[src/rtl/mmio_host_requester.sv]
// rtl/mmio_host_requester.sv - host-side MMIO requester: issues one ha_mm* access, waits for ack or timeout, reports completion
//
// Ports:
//   i_clock, i_reset        sole clock; synchronous active-high reset
//   i_req_*, o_req_ready    host request (valid/ready handshake, fields latched on acceptance)
//   o_mmio_out              ha_mm* bundle toward the AFU (valid, cfg, read, doubleword, address, data, parities)
//   i_mmio_in               ah_mm* bundle from the AFU (ack, data, data_parity)
//   o_rsp_*                 one-cycle completion: data, parity error, timeout
//   o_stray_ack             sticky: an ack arrived while no transaction was waiting for one

package mmio_host_requester_pkg;
  typedef struct packed {
    logic        valid;
    logic        cfg;
    logic        read;
    logic        doubleword;
    logic [23:0] address;
    logic        address_parity;
    logic [63:0] data;
    logic        data_parity;
  } MMIOInterfaceInput;

  typedef struct packed {
    logic        ack;
    logic [63:0] data;
    logic        data_parity;
  } MMIOInterfaceOutput;
endpackage

module mmio_host_requester
  import mmio_host_requester_pkg::*;
#(
  parameter int TIMEOUT_CYCLES = 255
) (
  input  logic               i_clock,
  input  logic               i_reset,
  input  logic               i_req_valid,
  output logic               o_req_ready,
  input  logic               i_req_read,
  input  logic               i_req_doubleword,
  input  logic               i_req_cfg,
  input  logic [23:0]        i_req_address,
  input  logic [63:0]        i_req_data,
  output MMIOInterfaceInput  o_mmio_out,
  input  MMIOInterfaceOutput i_mmio_in,
  output logic               o_rsp_valid,
  output logic [63:0]        o_rsp_data,
  output logic               o_rsp_parity_error,
  output logic               o_rsp_timeout,
  output logic               o_stray_ack
);

  localparam logic [15:0] LP_LAST_WAIT = 16'(TIMEOUT_CYCLES - 1);

  typedef enum logic [1:0] {
    S_IDLE,
    S_ISSUE,
    S_WAIT_ACK,
    S_RESP
  } state_t;

  state_t      r_state;
  state_t      w_next;
  logic        w_accept;
  logic        w_rsp_read_ok;

  logic        r_cfg;
  logic        r_read;
  logic        r_dw;
  logic [23:0] r_addr;
  logic [63:0] r_data;
  logic [15:0] r_cnt;
  logic [63:0] r_rd_data;
  logic        r_rd_par;
  logic        r_timeout;
  logic        r_stray;

  always_ff @(posedge i_clock) begin
    if (i_reset) begin
      r_state <= S_IDLE;
    end else begin
      r_state <= w_next;
    end
  end

  // Ack outside WAIT_ACK never alters the normal flow; it only marks stray.
  always_comb begin
    w_next      = r_state;
    o_req_ready = 1'b0;
    case (r_state)
      S_IDLE: begin
        o_req_ready = 1'b1;
        if (i_req_valid) w_next = S_ISSUE;
      end
      S_ISSUE:    w_next = S_WAIT_ACK;
      S_WAIT_ACK: begin
        // Ack is tested first so it wins over a timeout in the same cycle.
        if (i_mmio_in.ack)              w_next = S_RESP;
        else if (r_cnt == LP_LAST_WAIT) w_next = S_RESP;
      end
      S_RESP:     w_next = S_IDLE;
      default:    w_next = S_IDLE;
    endcase
  end

  assign w_accept = o_req_ready & i_req_valid;

  always_ff @(posedge i_clock) begin
    if (i_reset) begin
      r_cfg     <= 1'b0;
      r_read    <= 1'b0;
      r_dw      <= 1'b0;
      r_addr    <= 24'h0;
      r_data    <= 64'h0;
      r_cnt     <= 16'h0;
      r_rd_data <= 64'h0;
      r_rd_par  <= 1'b0;
      r_timeout <= 1'b0;
      r_stray   <= 1'b0;
    end else begin
      if (w_accept) begin
        r_cfg     <= i_req_cfg;
        r_read    <= i_req_read;
        r_dw      <= i_req_doubleword;
        r_addr    <= i_req_address;
        // Reads drive zero data; word writes replicate the low word in both halves.
        if (i_req_read)            r_data <= 64'h0;
        else if (i_req_doubleword) r_data <= i_req_data;
        else                       r_data <= {i_req_data[31:0], i_req_data[31:0]};
        r_rd_data <= 64'h0;
        r_rd_par  <= 1'b0;
        r_timeout <= 1'b0;
      end
      if (r_state == S_ISSUE) r_cnt <= 16'h0;
      if (r_state == S_WAIT_ACK) begin
        if (i_mmio_in.ack) begin
          r_rd_data <= i_mmio_in.data;
          r_rd_par  <= i_mmio_in.data_parity;
        end else if (r_cnt == LP_LAST_WAIT) begin
          r_timeout <= 1'b1;
        end else begin
          r_cnt <= r_cnt + 16'h1;
        end
      end
      if (i_mmio_in.ack && (r_state != S_WAIT_ACK)) r_stray <= 1'b1;
    end
  end

  // Everything toward the AFU reads as zero in IDLE, parities included.
  always_comb begin
    o_mmio_out = '0;
    if (r_state != S_IDLE) begin
      o_mmio_out.valid          = (r_state == S_ISSUE);
      o_mmio_out.cfg            = r_cfg;
      o_mmio_out.read           = r_read;
      o_mmio_out.doubleword     = r_dw;
      o_mmio_out.address        = r_addr;
      o_mmio_out.address_parity = ~^r_addr;
      o_mmio_out.data           = r_data;
      o_mmio_out.data_parity    = ~^r_data;
    end
  end

  assign w_rsp_read_ok      = (r_state == S_RESP) && r_read && !r_timeout;
  assign o_rsp_valid        = (r_state == S_RESP);
  assign o_rsp_timeout      = (r_state == S_RESP) && r_timeout;
  assign o_rsp_data         = !w_rsp_read_ok ? 64'h0 :
                              r_dw ? r_rd_data : {32'h0, r_rd_data[31:0]};
  assign o_rsp_parity_error = w_rsp_read_ok && (r_rd_par != ~^r_rd_data);
  assign o_stray_ack        = r_stray;

endmodule

[config.mk]
export PLATFORM = sky130hd
export DESIGN_NAME = mmio_host_requester
export DESIGN_NICKNAME = d
export VERILOG_FILES = /design/src/rtl/mmio_host_requester.sv
export SDC_FILE = /design/constraint.sdc
export NUM_CORES = 1
export LEC_CHECK = 0
export ABC_AREA = 1
export BUFFER_PORTS_ARGS = -buffer_cell sky130_fd_sc_hd__buf_4
export CORE_AREA = 3 3 141 143
export CTS_CLUSTER_DIAMETER = 100
export CTS_CLUSTER_SIZE = 30
export DETAILED_ROUTE_END_ITERATION = 8
export DIE_AREA = 0 0 144 146
export PLACE_DENSITY = 0.85
export SYNTH_ARGS = -nofsm -noshare
export SYNTH_HDL_FRONTEND = slang
export SYNTH_SLANG_ARGS = --single-unit
export TNS_END_PERCENT = 50
[constraint.sdc]
create_clock -name i_clock -period 3.7 [get_ports i_clock]
set_input_delay 0.555 -clock i_clock [delete_from_list [all_inputs] [get_ports i_clock]]
set_output_delay 0.555 -clock i_clock [all_outputs]
set_load 0.05 [all_outputs]
==> results.txt, run 1 <==
outcome -> finished clean
maximum VDD drop -> 0.522 mV
sequential area share after synthesis -> 33.6%
Post-Synthesis Cells -> 1,643
combinational power share -> 50.0%
Synth Net Count -> 1,809
largest net degree at the start of global routing -> 131
top cells by area, synth -> dfxtp_1, nand2_1, a21oi_1, inv_1, nor2_1
switching power -> 4100 uW
Iter 0 DRT Violations -> 667
first-pass GRT wire length -> 49.1 mm
Via density -> 5.14
I/O pin cnt -> 323
Crit Path Class -> reg2out
startpoint types -> register
sequential power share -> 28.3%
Wirelength per Cell -> 14.4 um
switch share -> 46.1%
row count -> 50
clock share of power -> 21.6%
I/O Buffers -> 322
post-synthesis area per instance -> 6.38 sq um
die height -> 146 um
vias -> 11,100
Pint -> 4790 uW
GPL Wtd Cong -> 0.864
initial antenna violation count -> 0
slowest CP cell -> nand2_1
Die Wd -> 144 um
post-CTS resize count -> 0
Crit path buffers/inverters -> 1
worst-path cell chain -> ha_1 -> nand2_1 -> nor2_1 -> nand2_1 -> nor2_1 -> buf_4
final setup violation count -> 0
initial core utilization -> 56.0%
Clock Tree Root -> clkbuf_16
vias in the first global route -> 10,400
Total Power -> 8900 uW
die area -> 0.0210 sq mm
maxcap violations -> 0
max incr delay on CP -> 0.49 ns
PwrDens -> 653 mW/mm^2
critical path endpoint category -> primary output
Setup TNS -> 0 ns
fin crit period -> 2.87 ns
post-route ant nets -> 0
depth of the CTS H-tree -> 4
Pre-antenna DRT Iters -> 7
top-count cell post-synth -> nand2_1
share of layout cells above drive strength 1 -> 22.6%
CTS tree -> done
YS warnings -> 0
GRT Total Usage -> 28.3%
top cell type's share of synthesized area -> 33.6%
TritonCTS buffer count -> 17
f_max -> 349 MHz
worst path arrival time -> 2.31 ns
grt total ovfl -> 0
Post-synth top flop -> dfxtp_1
WL final -> 31.0 mm
largest area contributor in the netlist -> dfxtp_1
Layout area overhead -> 30.0%
FF+latch count, synth -> 176
DR DRC count -> 0
Hold Vio Cnt, Final -> 0
Post-synth EDFFs -> 0
Antenna Cells -> 0
top post-synthesis cells by count -> nand2_1, inv_1, nor2_1, dfxtp_1, a21oi_1
clk sink count -> 176
max-slew violations -> 0
Tightest Hold Check Type -> in2reg
Cell variety after synth -> 39
mapped cell area -> 0.0105 sq mm
fin crit share -> 77.5%
family with the most delay on the worst path -> simple AND/OR/NAND/NOR gates
Setup Fix Bufs, Post-CTS -> 0
clk_skew -> 0.00626 ns
clock latency on the worst-skew pair -> 0.43 ns
max_slew headroom -> 23.7%
worst slew pin tran -> 1.14 ns
ys async rst share -> 0%
P_leak -> 0.00604 uW
CTS clock-pin slew for the worst setup and hold paths -> 0.07 ns
# hold bufs at CTS -> 0
DP HPWL -> 22.4 mm
maximum fanout along the worst path -> 20
Bufs on Longest Clock Path -> 2
setup repair after global routing missed its margin -> no
nets@finish -> 2,079
Required @ worst endpoint -> 3.14 ns
core area -> 0.0187 sq mm
power by group through the flow:
stage | sequential (uW) | clock (uW) | combinational, uW
5_1_grt | 2570 | 2020 | 4960
2_1_floorplan | 2480 | 0 | 3350
3_3_place_gp | 2540 | 0 | 4310
6_report | 2520 | 1930 | 4450
4_1_cts | 2510 | 1950 | 4440
3_5_place_dp | 2550 | 0 | 4410
tightest hold or removal path, delay by kind of cell:
kind / cells / cell delay [ns]
buf+inv: 1 / 0.11
simple gates: 1 / 0.05
compound gates: 1 / 0.05
through the flow:
| stage | util, % | instance area, sq um | cells | setup WS, ns | hold WS, ns |
|---|---|---|---|---|---|
| after floorplan | - | 10500 | 1643 | 0.985 | 0.430 |
| after global placement | 69.5 | 13000 | 2128 | 1.39 | 0.440 |
| after detailed placement | 69.5 | 13000 | 2128 | 1.30 | 0.448 |
| after CTS | 72.8 | 13600 | 2160 | 0.804 | 0.367 |
| after global routing | 72.8 | 13600 | 2160 | 0.627 | 0.376 |
| final | 72.8 | 13600 | 2160 | 0.834 | 0.375 |
routing by layer:
| metal | wire (um) | part of all wire, % | global-route usage, % |
|---|---|---|---|
| met5 | 0 | 0 | 0 |
| met4 | 773 | 2.5 | 9.70 |
| met2 | 15800 | 51 | 50.7 |
| met1 | 12200 | 39 | 32.8 |
| met3 | 2160 | 7.0 | 6.15 |
registers in the layout (all words and copies together), names as in the netlist:
register and count:
o_stray_ack 1, r_addr 24, r_cfg 1, r_cnt 16, r_data 64, r_dw 1
r_rd_data 64, r_rd_par 1, r_read 1, r_state 2, r_timeout 1
path summary, 6_finish.rpt:
kind / cells past startpoint / from / endpoint / slack (ns)
setup / recovery: 6 / r_state[0] / o_rsp_data[54] / 0.83
hold / removal: 3 / i_req_data[16] / r_data[16] / 0.38
setup reg to reg: 7 / r_state[0] / r_data[43] / 1.25
hold reg to reg: 2 / r_cfg / r_cfg / 0.46
final cells by class:
type                            count  area [sq um]
Clock buffer                       17           425
Clock inverter                     15           198
Fill cell                        1535          5090
Inverter                          201           754
Multi-Input combinational cell   1184          5910
Sequential cell                   176          3520
Tap cell                          234           293
Timing Repair Buffer              333          2510
layout by cell type (no fill, tap or decap), types with 4 or more instances in the layout:
| cell | n |
|---|---|
| nand2_1 | 510 |
| inv_1 | 188 |
| inv_6 | 6 |
| dfxtp_1 | 176 |
| inv_2 | 10 |
| ha_1 | 5 |
| nor2_2 | 5 |
| mux2_2 | 32 |
| a211oi_1 | 4 |
| o21ai_0 | 101 |
| a21oi_1 | 174 |
| buf_4 | 332 |
| nand3_1 | 14 |
| clkbuf_16 | 17 |
| nand2_2 | 4 |
| xor2_1 | 36 |
| nor2_1 | 186 |
| xnor2_1 | 75 |
cell families (layout without fill, tap and decap cells):
group                      count (synthesis)  count (layout)  share of synthesized area, %
adders and majority gates                  6               6                         0.716
and+or+nand+nor                          740             740                          27.6
muxes                                     32              32                          3.44
AOI/OAI and AO/OA                        292             292                          14.6
xor gates and xnor gates                 114             114                          9.74
DFF                                      176             176                          33.6
buffers and inverters                    283             566                          10.3
Note: power is estimated with default switching activity, not from simulation.
==> run 2, diff against run 1 <==
--- a/config.mk
+++ b/config.mk
@@ -7,12 +7,12 @@
 export LEC_CHECK = 0
 export ABC_AREA = 1
 export BUFFER_PORTS_ARGS = -buffer_cell sky130_fd_sc_hd__buf_4
-export CORE_AREA = 3 3 141 143
+export CORE_AREA = 3 3 146 148
 export CTS_CLUSTER_DIAMETER = 100
 export CTS_CLUSTER_SIZE = 30
 export DETAILED_ROUTE_END_ITERATION = 8
-export DIE_AREA = 0 0 144 146
-export PLACE_DENSITY = 0.85
+export DIE_AREA = 0 0 149 151
+export PLACE_DENSITY = 0.8
 export SYNTH_ARGS = -nofsm -noshare
 export SYNTH_HDL_FRONTEND = slang
 export SYNTH_SLANG_ARGS = --single-unit
==> constraint.sdc (replaced) <==
create_clock -name i_clock -period 2.87 [get_ports i_clock]
set_input_delay 0.4305 -clock i_clock [delete_from_list [all_inputs] [get_ports i_clock]]
set_output_delay 0.4305 -clock i_clock [all_outputs]
set_load 0.05 [all_outputs]
==> results.txt, run 2 (same netlist as run 1, synthesis figures left out) <==
depth of the CTS H-tree -> 4 (unchanged)
vias -> 11,000 (-0.86%)
Antenna Cells -> 0 (unchanged)
top flop regs -> r_data x64, r_rd_data x64, r_addr x24
WHS -> 0.259 ns (-0.116 ns)
max_slew headroom -> 52.7% (+29 points)
P_leak -> 0.00604 uW (about the same)
clk_skew -> 0.0115 ns (+0.00524 ns)
most frequent cells in the layout -> nand2_1, buf_4, inv_1, nor2_1, dfxtp_1
Area after DPL -> 0.0131 sq mm (+0.71%)
Required @ worst endpoint -> 2.44 ns (-0.70 ns)
I/O pin cnt -> 323 (unchanged)
clock share of power -> 20.1% (-1.5 points)
fin crit share -> 92.9%
vias in the first global route -> 10,100 (-2.5%)
die height -> 151 um (+3.4%)
outcome -> finished clean
grt total ovfl -> 0 (unchanged)
Via density -> 5.01 (-2.6%)
clk sink count -> 176 (unchanged)
initial antenna violation count -> 0 (unchanged)
Clock Tree Root -> clkbuf_16
Tightest Hold Check Type -> in2reg
Worst Setup Slack post-DPL -> 0.598 ns (-0.700 ns)
sequential power share -> 28.7% (+0.4 points)
DP HPWL -> 22.3 mm (-0.28%)
DR DRC count -> 0 (unchanged)
Setup TNS -> 0 ns (unchanged)
Pint -> 6050 uW (+26%)
GPL Wtd Cong -> 0.850 (-1.6%)
Wirelength per Cell -> 13.8 um (-3.7%)
family with the most delay on the worst path -> simple AND/OR/NAND/NOR gates
worst slew pin tran -> 0.710 ns (-0.434 ns)
initial core utilization -> 51.9% (-4.1 points)
Total Power -> 11,200 uW (+26%)
Die Wd -> 149 um (+3.5%)
clock latency on the worst-skew pair -> 0.43 ns (about the same)
Crit path buffers/inverters -> 2 (+1)
commonest non-fill, non-tap cell in the layout -> nand2_1
CP dominant cell by count -> nand2_1
maximum fanout along the worst path -> 3 (-85%)
fill count -> 1,819 (+19%)
Hold Vio Cnt, Final -> 0 (unchanged)
max-slew violations -> 0 (unchanged)
core area -> 0.0202 sq mm (+7.8%)
switch share -> 46.2% (+0.080 points)
post-route cell area -> 0.0137 sq mm (+0.51%)
CTS clock-pin slew for the worst setup and hold paths -> 0.07 ns (about the same)
I/O Buffers -> 322 (unchanged)
first-pass GRT wire length -> 47.9 mm (-2.4%)
setup repair after global routing missed its margin -> yes
share of layout cells above drive strength 1 -> 22.9% (+0.33 points)
# hold bufs at CTS -> 0 (unchanged)
switching power -> 5190 uW (+27%)
GRT Total Usage -> 26.0% (-2.3 points)
worst setup margin -> 0.205 ns (-0.628 ns)
worst path arrival time -> 2.23 ns (-0.08 ns)
nets@finish -> 2,082 (+0.14%)
TritonCTS buffer count -> 17 (unchanged)
startpoint types -> register
maximum VDD drop -> 0.615 mV (+18%)
combinational power share -> 51.1% (+1.1 points)
final setup violation count -> 0 (unchanged)
Iter 0 DRT Violations -> 696 (+4.3%)
post-route ant nets -> 0 (unchanged)
Layout area overhead -> 30.7%
slowest CP cell -> xnor2_1
Bufs on Longest Clock Path -> 2 (unchanged)
CTS tree -> done
Pre-antenna DRT Iters -> 5 (-2)
PwrDens -> 821 mW/mm^2 (+26%)
WL final -> 30.4 mm (-1.9%)
fin crit period -> 2.66 ns
f_max -> 375 MHz
Setup Fix Bufs, Post-CTS -> 0 (unchanged)
largest net degree at the start of global routing -> 97 (-26%)
max incr delay on CP -> 0.35 ns (-0.14 ns)
critical path endpoint category -> primary output
Crit Path Class -> reg2out
worst-path cell chain -> xnor2_1 -> xnor2_1 -> inv_1 -> nand2_1 -> nand2_1 -> nand2_1 -> nand2_1 -> nand2_1 -> nand2_1 -> nand2_1 -> nand2_1 -> nor2_2 -> buf_4
die area -> 0.0225 sq mm (+7.0%)
maxcap violations -> 0 (unchanged)
row count -> 52 (+4.0%)
==> run 2: changes by cell type in the layout (fill, tap and decap cells not counted), sizes merged <==
cell | before | now
clkinv | 5 | 8
inv | 207 | 203
clkbuf | 17 | 20
bufinv | 3 | 1
buf | 333 | 336
==> run 2: through the flow <==
stage	util [%]	std cells
5_1_grt	67.9	2199
2_1_floorplan	-	1643
3_5_place_dp	64.9	2167
3_3_place_gp	64.9	2167
6_report	67.9	2199
4_1_cts	67.7	2199
==> run 2: path summary, 6_finish.rpt <==
kind	start	to	slack, ns	depth (start not counted)
worst min-delay path	i_req_data[15]	r_data[15]	0.26	3
worst max register to register	r_state[1]	r_timeout	0.83	8
worst min register to register	r_rd_par	r_rd_par	0.48	2
worst max-delay path	r_data[6]	o_mmio_out[0]	0.21	13
==> run 2: timing repair <==
action / CTS / global route
endpoints found under the hold margin: 0 / 0
endpoints found under the setup margin: 0 / 15
resized for setup: 0 / 7
==> run 2: final cells by class <==
type                       instances  area (sq um)  share of cell area [%]
multi-input combinational       1184          5940                    43.4
sequential                       176          3520                    25.7
tap                              270           338                    2.47
inverter                         201           754                    5.51
timing repair buffer             336          2560                    18.7
clock inverter                    12           121                   0.887
clock buffer                      20           447                    3.26
==> run 2: tightest hold or removal path, delay by kind of cell <==
kind	cells	cell delay (ns)
compound gates	1	0.05
simple gates	1	0.05
buf+inv	1	0.11
==> run 2: layer usage <==
layer | vias to the layer above | track usage (%) | wire length, um
li1 | 5615 | - | -
met1 | 4961 | 30.8 | 12200
met2 | 386 | 46.8 | 15300
met3 | 44 | 6.22 | 2350
met4 | 0 | 7.51 | 589
met5 | - | 0 | 0
==> run 2: power by group through the flow <==
stage | logic (uW) | registers [uW] | clock network [uW]
floorplan | 4320 | 3200 | 0
global placement | 5610 | 3250 | 0
detailed placement | 5720 | 3280 | 0
CTS | 5760 | 3220 | 2300
global route | 6430 | 3280 | 2410
finish | 5750 | 3230 | 2260
